--- src/rtl/rp_decouple_seq.sv ---
// rtl/rp_decouple_seq.sv - decouple/recouple sequencer for the reconfigurable partition
// Drives shim decouple controls, drains host-pending IRQs, and holds the RP in reset while isolated.
module rp_decouple_seq #(
  parameter int NUM_SHIMS    = 4,
  parameter int IRQ_NUM      = 16,
  parameter int DRAIN_CYCLES = 1024,
  parameter int RST_CYCLES   = 16
) (
  input  logic                 clk,
  input  logic                 resetn,
  input  logic                 req_decouple,
  output logic [NUM_SHIMS-1:0] shim_decouple_control,
  input  logic [NUM_SHIMS-1:0] shim_decouple_status,
  input  logic [IRQ_NUM-1:0]   irq_pend,
  output logic                 rp_resetn,
  output logic                 decoupled,
  output logic                 busy,
  output logic                 drain_timeout
);

  localparam int MAX_CNT = (DRAIN_CYCLES > RST_CYCLES) ? DRAIN_CYCLES : RST_CYCLES;
  localparam int CW      = $clog2(MAX_CNT + 1);
  localparam logic [CW-1:0] DRAIN_LAST = CW'(DRAIN_CYCLES - 1);
  localparam logic [CW-1:0] RST_LAST   = CW'(RST_CYCLES - 1);

  typedef enum logic [2:0] {
    S_COUPLED   = 3'd0,
    S_ASSERT    = 3'd1,
    S_DRAIN     = 3'd2,
    S_DECOUPLED = 3'd3,
    S_RELEASE   = 3'd4,
    S_DEASSERT  = 3'd5
  } state_t;

  state_t               state_q, state_d;
  logic [CW-1:0]        cnt_q, cnt_d;
  logic                 timeout_q, timeout_d;
  logic [NUM_SHIMS-1:0] ctrl_q, ctrl_d;
  logic                 rstn_q, rstn_d;
  logic                 dec_q, dec_d;
  logic                 busy_q, busy_d;

  always_ff @(posedge clk or negedge resetn) begin
    if (!resetn) begin
      state_q   <= S_DECOUPLED;
      cnt_q     <= '0;
      timeout_q <= 1'b0;
      ctrl_q    <= '1;
      rstn_q    <= 1'b0;
      dec_q     <= 1'b1;
      busy_q    <= 1'b0;
    end else begin
      state_q   <= state_d;
      cnt_q     <= cnt_d;
      timeout_q <= timeout_d;
      ctrl_q    <= ctrl_d;
      rstn_q    <= rstn_d;
      dec_q     <= dec_d;
      busy_q    <= busy_d;
    end
  end

  // Requests are only sampled in the two stable states, so a started sequence always completes.
  always_comb begin
    state_d   = state_q;
    cnt_d     = cnt_q;
    timeout_d = timeout_q;
    unique case (state_q)
      S_COUPLED: if (req_decouple) state_d = S_ASSERT;
      S_ASSERT: begin
        if (&shim_decouple_status) begin
          state_d   = S_DRAIN;
          cnt_d     = '0;
          timeout_d = 1'b0;
        end
      end
      S_DRAIN: begin
        if (irq_pend == '0) begin
          state_d = S_DECOUPLED;
        end else if (cnt_q == DRAIN_LAST) begin
          state_d   = S_DECOUPLED;
          timeout_d = 1'b1;
        end else begin
          cnt_d = cnt_q + CW'(1);
        end
      end
      S_DECOUPLED: begin
        if (!req_decouple) begin
          state_d = S_RELEASE;
          cnt_d   = '0;
        end
      end
      S_RELEASE: begin
        if (cnt_q == RST_LAST) state_d = S_DEASSERT;
        else                   cnt_d   = cnt_q + CW'(1);
      end
      S_DEASSERT: if (shim_decouple_status == '0) state_d = S_COUPLED;
      default: state_d = S_DECOUPLED;
    endcase
  end

  // Outputs are decoded from the next state so they change on the same edge as the state.
  always_comb begin
    ctrl_d = '1;
    rstn_d = 1'b1;
    dec_d  = 1'b0;
    busy_d = 1'b0;
    unique case (state_d)
      S_COUPLED:   ctrl_d = '0;
      S_ASSERT:    busy_d = 1'b1;
      S_DRAIN:     busy_d = 1'b1;
      S_DECOUPLED: begin
        rstn_d = 1'b0;
        dec_d  = 1'b1;
      end
      S_RELEASE:   busy_d = 1'b1;
      S_DEASSERT: begin
        ctrl_d = '0;
        busy_d = 1'b1;
      end
      default: begin
        rstn_d = 1'b0;
        dec_d  = 1'b1;
      end
    endcase
  end

  assign shim_decouple_control = ctrl_q;
  assign rp_resetn             = rstn_q;
  assign decoupled             = dec_q;
  assign busy                  = busy_q;
  assign drain_timeout         = timeout_q;

endmodule
--- config.mk ---
export PLATFORM = sky130hd
export DESIGN_NAME = rp_decouple_seq
export DESIGN_NICKNAME = d
export VERILOG_FILES = /design/src/rtl/rp_decouple_seq.sv
export SDC_FILE = /design/constraint.sdc
export NUM_CORES = 1
export LEC_CHECK = 0
export ABC_CLOCK_PERIOD_IN_PS = 2400
export BUFFER_PORTS_ARGS = -buffer_cell sky130_fd_sc_hd__clkbuf_2
export CAP_MARGIN = 15
export CORE_ASPECT_RATIO = 1.1
export CORE_MARGIN = 2
export CORE_UTILIZATION = 50
export DETAILED_ROUTE_END_ITERATION = 8
export PLACE_DENSITY = 0.72
export SLEW_MARGIN = 5
export SYNTH_ARGS = -nofsm -noshare
export SYNTH_HDL_FRONTEND = slang
export SYNTH_SLANG_ARGS = --single-unit
--- constraint.sdc ---
create_clock -name clk -period 2.4 [get_ports clk]
set_input_delay 0.24 -clock clk [delete_from_list [all_inputs] [get_ports clk]]
set_output_delay 0.24 -clock clk [all_outputs]
set_load 0.01 [all_outputs]
* Yosys cells after proc, flatten, opt, wreduce, memory -nomap -nowiden
Index checks and enable logic that the tools add are counted.
** Storage, ports and cells
- Bits in registers :: 22
- Input bits :: 23
- Output and inout bits :: 8
- Logic and storage cells :: 59
** Operators by class
- Add/sub/neg operators :: 1
- Equality and inequality tests :: 17
- Muxes and demuxes :: 22
- Reduce and logical (&&, ||, !) cells :: 12
** Operators by type and width (count)
- 11-bit two-way mux :: 5
- 11-bit one-hot mux with 4 select lines :: 1
- 3-bit two-way mux :: 7
- 3-bit one-hot mux with 6 select lines :: 1
- 16-bit logical NOT :: 1
- 3-bit == test, second input constant :: 4
- 2-bit != test, second input constant :: 6
- 11-bit by 1-bit adder with 11-bit output, second input constant :: 1
- 11-bit by 10-bit == test with 1-bit output, second input constant :: 1
- 11-bit by 4-bit == test with 1-bit output, second input constant :: 1
- 3-bit by 2-bit == test with 1-bit output, second input constant :: 3
- 4-bit AND reduction :: 2
- 3-bit by 1-bit == test with 1-bit output, second input constant :: 2
- 3-bit logical NOT :: 2
- 1-bit two-way mux :: 6
- 6-bit AND reduction :: 1
- 5-bit OR reduction :: 1
- 4-bit logical NOT :: 1
- 4-bit two-way mux :: 1
- 4-bit nonzero test :: 1
- 4-bit OR reduction :: 1
- 1-bit one-hot mux with 2 select lines :: 1
- 2-bit nonzero test :: 1
- 2-bit OR reduction :: 1

* Logic depth before layout (Yosys ltp)
Gate-level depths: netlist of run 1.
- Word-level depth :: 7
- Gate-level depth with buffers :: 7
- Mapped depth without buffers :: 6

* Worst setup path after synthesis of run 1
No wires, ideal clock.
- Path kind :: reg2reg
- Start :: reg cnt_q[5]
- End :: reg cnt_q[10]
- Setup time :: 121 ps
- Arrival time :: 1752 ps
- Required time :: 2279 ps
- Setup slack :: 527 ps
- Cell stages (with the launch flop) :: 6
- Path buffers :: 0
- Clock period less this slack :: 1873 ps
- Cells stage by stage :: dfrtp_1 or4_4 nor4_4 a211o_4 o41ai_1 a22o_1
** Between the ends
- Word-level cells in the longest chain between the ends :: 4
- Elaborated cells between the ends (all ways) :: 10
- Classes of those cells :: add/sub (1); eq/ne (4); mux (4); reduce/logical (1)
** Ends and longest elaborated chain
- from (decl) :: RTL line 36 : logic [CW-1:0] cnt_q, cnt_d;
- from (signal assigned) :: RTL line 54 : cnt_q <= cnt_d;
- 11-bit by 1-bit adder with 11-bit output :: RTL line 84, 95
- 11-bit two-way mux :: RTL line 80 : end else if (cnt_q == DRAIN_LAST) begin
- 11-bit two-way mux :: RTL line 78 : if (irq_pend == '0) begin
- 11-bit one-hot mux with 4 select lines :: RTL line 68 : unique case (state_q)
Parallel ways exist; a longest one is shown, timed or not. The select of a mux whose other input is x is not followed.
A chain may end at the register's enable or synchronous reset.

* Final worst setup path of run 1
Ends and elaborated chain as after synthesis.

==> results by group, run 1 <==
Synthesis
  – Mean Syn Cell Area: 10.3 sq um
  – Post-synth EDFFs: 0
  – Post-synthesis async set-or-reset flop share: 100%
  – Yosys Warn Count: 0
  – Cell count after synthesis: 130
  – Primary FF master, synth: dfrtp_1
  – Syn Nets: 154
  – Sequential area share after synthesis: 35.9%
  – Post-synth cell types: 50
  – Synthesized flop and latch total: 19
  – Synthesized cell area: 1340 sq um

Setup path
  – CP required: 2.62 ns
  – CP Capture Type: flip-flop
  – WP data arrival: 2.33 ns
  – Crit Path Max Fanout: 12
  – RR Startpoint: cnt_q[5]
  – R2R Setup Slk: 0.29 ns
  – R2r endpoint: cnt_q[10]
  – Critical Path Source Type: flip-flop
  – FF-to-FF path depth: 5
  – Worst setup path category: flip-flop to flip-flop

STA
  – Final Critical Period: 2.11 ns
  – Slew Limit Fails: 0
  – Measured slew at the worst slew-check pin: 0.677 ns
  – Final setup vio count: 0
  – Part of the cycle the worst path needs: 87.8%
  – Max Freq: 0.475 GHz
  – Slew headroom: 54.8%
  – Sum Neg Setup Slack: 0 ns
  – RSZ-0062 raised after global routing: false
  – Final hold vios: 0
  – WHS: 0.351 ns
  – Clock Skews: 0.0111 ns

Global routing
  – Gr usage total: 24.2%
  – First-pass GRT wire length: 5590 um
  – Number of global-route vias before repair: 1301
  – Total grt overflow: 0
  – Largest net degree at the start of global routing: 20
  – Initial antenna violation count: 0

Cells and area
  – Layout area overhead: 13.8%
  – Share of post-route cells with drive strength above 1: 40.0%
  – Leading cell type in the layout, fill and taps excluded: clkbuf_2
  – Core Util, Final: 60.4%
  – Net count reported at finish: 185
  – Leading cell types in the layout, fill and taps excluded: clkbuf_2, dfrtp_1, nand2_1, nor2_1
  – Diode count: 0

Power
  – Clock power frac: 11.9%
  – Net Sw Frac: 45.8%
  – Peak VDD IR: 0.574 mV
  – Leak Pwr: 0.628 nW
  – P per Cell Area: 946 nW/um^2
  – Combinational Power Share: 50.0%
  – Power Total: 0.00144 W
  – Register share of total power: 38.0%
  – Sw Pwr: 0.000659 W
  – P_int: 0.000780 W

Worst hold path
  – Worst min path class: input port to flip-flop
  – Hold_sp: shim_decouple_status[1]
  – Sink of the worst hold path: drain_timeout
  – Hold Path Depth: 4

Floorplan
  – Die area: 3110 sq um
  – DIE HEIGHT: 58.2 um
  – Core area: 2520 sq um
  – Effective utilization at floorplan: 53.1%
  – # rows: 19
  – Chip width: 53.3 um
  – Num ports: 31

Place
  – Port buffer count: 30
  – Detailed placement HPWL: 2340 um
  – Placer congestion estimate: 0.852

Clock tree
  – CTS Sinks: 19
  – Clock Latency Late Sink: 0.31 ns
  – # H-tree levels: 1
  – CTS Buffer Depth: 2
  – CTS tree: done
  – Root Buffer: clkbuf_4
  – Total CTS buffers: 3
  – Reg clk slew, reported paths: 0.12 ns
  – CTS resizes: 0

Route
  – Via Count: 1192
  – WL/cell: 16.6 um
  – DRC: 0
  – Initial drt markers: 27
  – Post-Route WL: 3170 um
  – Initial DRT Pass Iterations: 4
  – Via-to-Cell Ratio: 6.24
  – Antenna viol nets, final: 0

Flow run
  – Max cap viols: 0

Run status
  – Status: finished clean
==> through the flow <==
stage | std cells | instance area [sq um] | worst slack (ns)
finish | 191 | 1520 | 0.294
global route | 191 | 1520 | 0.130
CTS | 190 | 1510 | 0.265
detailed placement | 185 | 1480 | 0.208
global placement | 185 | 1480 | 0.302
floorplan | 130 | 1340 | 0.527
==> Yosys cell counts (3+ instances only) <==
master    number  area share (%)
buf_4          5             2.8
nor3_1         3             1.1
dfrtp_1       15              28
a21o_1         3             1.7
dfstp_2        4             7.9
o31ai_2        5             4.7
nand2_1       10             2.8
nand3_1        6             2.2
nor2_1         9             2.5
nor4_1         5             2.3
o21ai_1        6             2.2
o21ai_0        5             1.9
nand2b_1       3             1.4
o31ai_1        5             2.8
a21oi_1        3             1.1
==> power by group through the flow <==
stage	registers (W)	clock network (W)	logic, W
after floorplan	0.000497	0	0.000597
after global placement	0.000545	0	0.000677
after detailed placement	0.000550	0	0.000699
after CTS	0.000543	0.000175	0.000707
after global routing	0.000564	0.000189	0.000810
final	0.000547	0.000172	0.000720
==> sequential cells by signal (all words and copies together), names as in the netlist <==
signal,cells
busy,1
rp_resetn,1
state_q,3
shim_decouple_control,1
drain_timeout,1
decoupled,1
cnt_q,11
==> cell families after synthesis <==
logic type	after synthesis	share of synthesized area, %
compound gates	43	28.3
fa+ha+maj	1	0.935
buf+inv	10	5.99
simple gates	56	28.2
flops	19	35.9
xor+xnor	1	0.655
==> critical path: stages (launching register included) <==
cell     delay (ns)
dfrtp_1        0.50
or4_4          0.58
nor4_4         0.34
a211o_4        0.28
o41ai_1        0.10
a22o_1         0.20
==> worst max-delay path by stage <==
stage,startpoint,endpoint,cells past startpoint
6_report,cnt_q[5],cnt_q[10],5
4_1_cts,state_q[1],cnt_q[10],5
5_1_grt,state_q[0],cnt_q[10],6
3_3_place_gp,state_q[1],cnt_q[10],5
3_5_place_dp,shim_decouple_status[3],cnt_q[10],6
2_1_floorplan,cnt_q[5],cnt_q[10],5
==> layer usage <==
layer / wire (um) / global-route usage (%) / share of wire, % / up-vias
met4: 46 / 10.3 / 1.5 / 0
li1: - / - / - / 562
met5: 0 / 0 / 0 / -
met1: 1240 / 28.9 / 39 / 596
met2: 1770 / 43.0 / 56 / 29
met3: 111 / 2.32 / 3.5 / 5
==> final cells by class <==
class | instances | area [sq um]
repair buffers | 34 | 183
fillers | 221 | 998
multi-input cells | 101 | 785
inverters | 2 | 7.51
flip-flops and latches | 19 | 480
clock buffers | 3 | 22.5
well taps | 31 | 38.8
clock inverters | 1 | 5.00
==> repair_timing <==
item                                   CTS  global route
buffers inserted                         0             0
hold buffers                             1             0
endpoints found under the hold margin   15             0
Note: power is estimated with default switching activity, not from simulation.
==> run 2, diff against run 1 <==
--- a/config.mk
+++ b/config.mk
@@ -9,10 +9,9 @@
 export BUFFER_PORTS_ARGS = -buffer_cell sky130_fd_sc_hd__clkbuf_2
 export CAP_MARGIN = 15
 export CORE_ASPECT_RATIO = 1.1
-export CORE_MARGIN = 2
 export CORE_UTILIZATION = 50
 export DETAILED_ROUTE_END_ITERATION = 8
-export PLACE_DENSITY = 0.72
+export PLACE_DENSITY_LB_ADDON = 0.08
 export SLEW_MARGIN = 5
 export SYNTH_ARGS = -nofsm -noshare
 export SYNTH_HDL_FRONTEND = slang
==> run 2 against run 1 <==
Compared with the run above:
- final cell count shrank 0.52%
- sequential power fell by 2%
- routed wire length fell by 7.6%
- first-iteration DRC count is 19% higher
- worst setup slack got worse by 0.047 ns
- via count shrank 1.8%
- register-to-register slack got worse by 0.05 ns
- hold slack better by 0.017 ns
- critical endpoint unchanged
- largest power group unchanged
- highest routed layer unchanged
==> results by group, run 2 (synthesis results as in run 1) <==
Run status
  – Status: finished clean

Clock tree
  – Total CTS buffers: 3 (unchanged)
  – # H-tree levels: 1 (unchanged)
  – CTS Sinks: 19 (unchanged)
  – Root Buffer: clkbuf_4
  – CTS tree: done
  – Setup Fix Bufs, Post-CTS: 0 (unchanged)
  – Reg clk slew, reported paths: 0.11 ns (about the same)
  – Clock Latency Late Sink: 0.31 ns (about the same)
  – CTS Buffer Depth: 2 (unchanged)
  – CTS resizes: 0 (unchanged)

STA
  – Sum Neg Setup Slack: 0 ns (unchanged)
  – Final setup vio count: 0 (unchanged)
  – Slew Limit Fails: 0 (unchanged)
  – Part of the cycle the worst path needs: 89.7% (+1.9 points)
  – Final hold vios: 0 (unchanged)
  – Final Critical Period: 2.15 ns (+0.0467 ns)
  – Max Freq: 0.464 GHz (-2.2%)
  – Clock Skews: 0.00340 ns (-0.00773 ns)
  – RSZ-0062 raised after global routing: false
  – Slew headroom: 22.4% (-32 points)
  – Measured slew at the worst slew-check pin: 1.16 ns (+0.485 ns)

Cells and area
  – Biggest regs: cnt_q: 11 flops, state_q: 3 flops
  – Fin cells: 190 (-0.52%)
  – Net count reported at finish: 184 (-0.54%)
  – Share of post-route cells with drive strength above 1: 39.6% (-0.38 points)
  – Diode count: 0 (unchanged)
  – Biggest register: cnt_q
  – Core Util, Final: 60.1% (-0.30 points)
  – Leading cell type in the layout, fill and taps excluded: clkbuf_2
  – Leading cell types in the layout, fill and taps excluded: clkbuf_2, dfrtp_1, nand2_1, nor2_1
  – Max reg flops: 11 (unchanged)
  – Layout area overhead: 13.2%

Setup path
  – CP Capture Type: flip-flop
  – Crit Path Max Fanout: 12 (unchanged)
  – Critical Path Source Type: flip-flop
  – Slowest stage delay, CP: 0.64 ns (+0.06 ns)
  – CP required: 2.61 ns (about the same)
  – Slowest cell on crit path: dfstp_2
  – WP data arrival: 2.36 ns (+0.03 ns)
  – Worst setup path category: flip-flop to flip-flop
  – CP cell instances: or2b_2 -> nor4_4 -> a211o_4 -> o41ai_1 -> a22o_1

Power
  – Combinational Power Share: 50.3% (+0.3 points)
  – Clock power frac: 11.9% (about the same)
  – Leak Pwr: 0.623 nW (-0.73%)
  – Peak VDD IR: 0.788 mV (+37%)
  – Power Total: 0.00141 W (-1.7%)
  – P_int: 0.000765 W (-1.9%)
  – P per Cell Area: 934 nW/um^2 (-1.2%)
  – Register share of total power: 37.7% (-0.3 points)
  – Net Sw Frac: 45.9% (+0.12 points)
  – Sw Pwr: 0.000649 W (-1.4%)

Worst hold path
  – Worst min path class: input port to flip-flop

Place
  – Placer congestion estimate: 0.800 (-6.1%)
  – Detailed placement HPWL: 2190 um (-6.6%)
  – Port buffer count: 30 (unchanged)
  – # placed instances: 185 (unchanged)

Route
  – Initial drt markers: 32 (+19%)
  – Initial DRT Pass Iterations: 4 (unchanged)
  – Post-Route WL: 2930 um (-7.6%)
  – Top routing layer in use: met4
  – WL/cell: 15.4 um (-7.1%)
  – DRC: 0 (unchanged)
  – Antenna viol nets, final: 0 (unchanged)
  – Via Count: 1171 (-1.8%)
  – Metal2 WL: 1490 um (-16%)
  – Via-to-Cell Ratio: 6.16 (-1.2%)
  – Metal-1 WL: 1280 um (+3.1%)
  – Met3 routed WL: 108 um (-2.7%)

Floorplan
  – # rows: 19 (unchanged)
  – Core area: 2520 sq um (unchanged)
  – Effective utilization at floorplan: 53.1% (unchanged)
  – DIE HEIGHT: 56.2 um (-3.4%)
  – Die area: 2890 sq um (-7.1%)
  – Num ports: 31 (unchanged)
  – Chip width: 51.3 um (-3.8%)

Global routing
  – First-pass GRT wire length: 5310 um (-4.9%)
  – Initial antenna violation count: 0 (unchanged)
  – Gr usage total: 24.5% (+0.30 points)
  – Total grt overflow: 0 (unchanged)
  – Largest net degree at the start of global routing: 20 (unchanged)
  – Number of global-route vias before repair: 1194 (-8.2%)

Flow run
  – Max cap viols: 0 (unchanged)
-- run 2: cell types whose count changed in the layout (fill, tap and decap cells not counted), sizes merged --
cell / delta
buf: -1
-- run 2: layer usage --
layer  up-vias  track usage (%)
li1        563                -
met1       565             30.6
met2        38             41.5
met3         5             3.55
met4         0             10.0
met5         -                0
-- run 2: power groups by stage --
stage,combinational (W),sequential [W],clock [W]
global placement,0.000696,0.000535,0
CTS,0.000716,0.000532,0.000178
finish,0.000712,0.000534,0.000169
global route,0.000798,0.000552,0.000186
detailed placement,0.000711,0.000539,0
floorplan,0.000597,0.000497,0
-- run 2: layout make-up --
| class | instances | area, sq um |
|---|---|---|
| Fill cell | 235 | 1010 |
| Multi-Input combinational cell | 101 | 785 |
| Sequential cell | 19 | 480 |
| Timing Repair Buffer | 33 | 175 |
| Tap cell | 31 | 38.8 |
| Clock buffer | 3 | 22.5 |
| Inverter | 2 | 7.51 |
| Clock inverter | 1 | 5.00 |
-- run 2: timing repair --
action	4_1_cts	5_1_grt
hold buffers	1	0
hold endpoints to repair	15	0
setup endpoints to repair	0	0
-- run 2: worst max-delay path: cells and delay by family (launching register included) --
kind | cells | cell delay [ns]
flip-flops | 1 | 0.64
AND/OR/NAND/NOR | 2 | 0.74
AO/OA/AOI/OAI | 3 | 0.66
-- run 2: worst paths after layout --
path,startpoint,cells past startpoint,endpoint,slack [ns]
setup reg to reg,state_q[1],5,cnt_q[10],0.25
max in group asynchronous,resetn,2,state_q[1],1.63
hold reg to reg,cnt_q[0],1,cnt_q[0],0.51
hold / removal,req_decouple,3,state_q[2],0.37
min in group asynchronous,resetn,2,cnt_q[4],0.41
setup / recovery,state_q[1],5,cnt_q[10],0.25
-- run 2: through the flow --
step | worst slack (ns) | instance area (sq um) | hold slack [ns]
floorplan | 0.527 | 1340 | -0.0556
global placement | 0.286 | 1480 | 0.217
detailed placement | 0.190 | 1480 | 0.228
CTS | 0.238 | 1510 | 0.357
global route | 0.130 | 1510 | 0.409
finish | 0.247 | 1510 | 0.368
==> run 3, diff against run 2 <==
--- a/config.mk
+++ b/config.mk
@@ -9,7 +9,7 @@
 export BUFFER_PORTS_ARGS = -buffer_cell sky130_fd_sc_hd__clkbuf_2
 export CAP_MARGIN = 15
 export CORE_ASPECT_RATIO = 1.1
-export CORE_UTILIZATION = 50
+export CORE_UTILIZATION = 45
 export DETAILED_ROUTE_END_ITERATION = 8
 export PLACE_DENSITY_LB_ADDON = 0.08
 export SLEW_MARGIN = 5
==> run 3 against run 2 <==
Compared with the run above:
- critical path depth unchanged
- final cell count increased by 1.1%
- flip-flop and latch count did not move
- worst setup slack gained 0.035 ns
- global-route usage decreased by 4.0 points
- critical endpoint unchanged
==> results by group, run 3 (synthesis results as in run 1) <==
Run status
  – Status: finished clean

STA
  – Max Freq: 0.472 GHz (+1.7%)
  – Final Critical Period: 2.12 ns (-0.0354 ns)
  – Sum Neg Setup Slack: 0 ns (unchanged)
  – RSZ-0062 raised after global routing: false
  – Clock Skews: 0.0106 ns (+0.00722 ns)
  – Part of the cycle the worst path needs: 88.2% (-1.5 points)
  – Final hold vios: 0 (unchanged)
  – Slew Limit Fails: 0 (unchanged)
  – Final setup vio count: 0 (unchanged)
  – Slew headroom: 23.5% (+1.1 points)
  – Measured slew at the worst slew-check pin: 1.15 ns (-0.0164 ns)

Cells and area
  – Max reg flops: 11 (unchanged)
  – Core Util, Final: 54.1% (-6.0 points)
  – Biggest register: cnt_q
  – Biggest regs: cnt_q: 11 flops, state_q: 3 flops
  – Leading cell type in the layout, fill and taps excluded: clkbuf_2
  – Net count reported at finish: 184 (unchanged)
  – Diode count: 0 (unchanged)
  – Layout area overhead: 13.4%
  – Share of post-route cells with drive strength above 1: 39.6% (unchanged)
  – Leading cell types in the layout, fill and taps excluded: clkbuf_2, dfrtp_1, nand2_1, nor2_1

Setup path
  – CP required: 2.61 ns (about the same)
  – CP Capture Type: flip-flop
  – Crit path from: state_q[1]
  – Worst setup path category: flip-flop to flip-flop
  – Crit Path Max Fanout: 12 (unchanged)
  – R2R Setup Slk: 0.28 ns (+0.04 ns)
  – R2r endpoint: cnt_q[10]
  – Worst setup path endpoint: cnt_q[10]
  – FF-to-FF path depth: 5 (unchanged)
  – Critical Path Source Type: flip-flop
  – WP data arrival: 2.33 ns (-0.03 ns)
  – RR Startpoint: state_q[1]

Global routing
  – GR Util met3: 3.08% (-0.47 points)
  – Met2 Track Usage GR: 36.9% (-4.7 points)
  – GR met1 Demand/Resource: 24.3% (-6.3 points)
  – Gr usage total: 20.5% (-4.0 points)
  – Total grt overflow: 0 (unchanged)
  – First-pass GRT wire length: 4660 um (-12%)
  – Largest net degree at the start of global routing: 20 (unchanged)
  – Most used routing layer: met2
  – Number of global-route vias before repair: 1032 (-14%)
  – Initial antenna violation count: 0 (unchanged)

Power
  – Register share of total power: 37.4% (-0.3 points)
  – Combinational Power Share: 50.5% (+0.2 points)
  – P_int: 0.000763 W (-0.26%)
  – P per Cell Area: 938 nW/um^2 (+0.35%)
  – Net Sw Frac: 46.3% (+0.42 points)
  – Clock power frac: 12.1% (+0.2 points)
  – Peak VDD IR: 0.771 mV (-2.2%)
  – Leak Pwr: 0.623 nW (about the same)
  – Sw Pwr: 0.000659 W (+1.4%)

Route
  – Antenna viol nets, final: 0 (unchanged)
  – DRC: 0 (unchanged)
  – Post-Route WL: 3030 um (+3.6%)
  – Via Count: 1151 (-1.7%)
  – Via-to-Cell Ratio: 5.99 (-2.7%)
  – Initial DRT Pass Iterations: 4 (unchanged)
  – Initial drt markers: 23 (-28%)
  – WL/cell: 15.8 um (+2.5%)

Clock tree
  – Total CTS buffers: 3 (unchanged)
  – Root Buffer: clkbuf_4
  – # H-tree levels: 1 (unchanged)
  – Clock Latency Late Sink: 0.31 ns (about the same)
  – CTS Sinks: 19 (unchanged)
  – CTS Buffer Depth: 2 (unchanged)
  – CTS tree: done
  – CTS resizes: 0 (unchanged)
  – Reg clk slew, reported paths: 0.12 ns (about the same)

Flow run
  – Max cap viols: 0 (unchanged)

Floorplan
  – # rows: 20 (+1)
  – Effective utilization at floorplan: 47.7% (-5.4 points)
  – DIE HEIGHT: 59.2 um (+5.2%)
  – Die area: 3190 sq um (+11%)
  – Core area: 2800 sq um (+11%)
  – Chip width: 54.0 um (+5.2%)
  – Num ports: 31 (unchanged)

Place
  – Detailed placement HPWL: 2290 um (+4.6%)
  – Placer congestion estimate: 0.837 (+4.7%)
  – Port buffer count: 30 (unchanged)

Worst hold path
  – Hold_sp: shim_decouple_status[1]
  – Worst min path class: input port to flip-flop
## run 3: cell counts in the layout (fill, tap and decap cells not counted)
Identical to the previous run, type by type.
## run 3: what timing repair did
action                                 4_1_cts  5_1_grt
hold buffers                                 1        0
buffers inserted                             0        0
endpoints found under the hold margin       15        0
## run 3: critical path, stage by stage (launching register included)
cell,delay (ns)
dfstp_2,0.64
or2b_2,0.38
nor4_4,0.37
a211o_4,0.32
o41ai_1,0.10
a22o_1,0.22
## run 3: cell type report
cell class | count | area [sq um]
clock buffer | 3 | 22.5
clock inverter | 1 | 5.00
fill | 254 | 1290
inverter | 2 | 7.51
multi-input combinational | 101 | 785
sequential | 19 | 480
tap | 33 | 41.3
timing repair buffer | 33 | 175
## run 3: how the worst min path moves through the flow
stage                          endpoint  slack (ns)  cells past startpoint
after global routing      drain_timeout        0.38                      4
final                     drain_timeout        0.34                      4
after floorplan                    busy       -0.06                      0
after CTS                 drain_timeout        0.34                      4
after global placement    drain_timeout        0.22                      1
after detailed placement  drain_timeout        0.24                      1
## run 3: power by group through the flow
stage / clock network (W) / logic, W / registers [W]
after detailed placement: 0 / 0.000718 / 0.000534
after floorplan: 0 / 0.000597 / 0.000497
after CTS: 0.000180 / 0.000720 / 0.000530
after global placement: 0 / 0.000703 / 0.000531
final: 0.000172 / 0.000717 / 0.000532
after global routing: 0.000189 / 0.000788 / 0.000546
## run 3: per-stage QoR
stage | cells | hold WS, ns | cell area, sq um | setup WS (ns) | power, W
2_1_floorplan | 130 | -0.0556 | 1340 | 0.527 | 0.00109
3_3_place_gp | 187 | 0.219 | 1480 | 0.285 | 0.00123
3_5_place_dp | 187 | 0.235 | 1480 | 0.240 | 0.00125
4_1_cts | 192 | 0.338 | 1520 | 0.263 | 0.00143
5_1_grt | 192 | 0.375 | 1520 | 0.152 | 0.00152
6_report | 192 | 0.343 | 1520 | 0.282 | 0.00142
## run 3: layer usage
layer | share of wire (%) | wire, um
met3 | 3.6 | 110
met4 | 0.99 | 30
met1 | 44 | 1350
met5 | 0 | 0
met2 | 51 | 1540
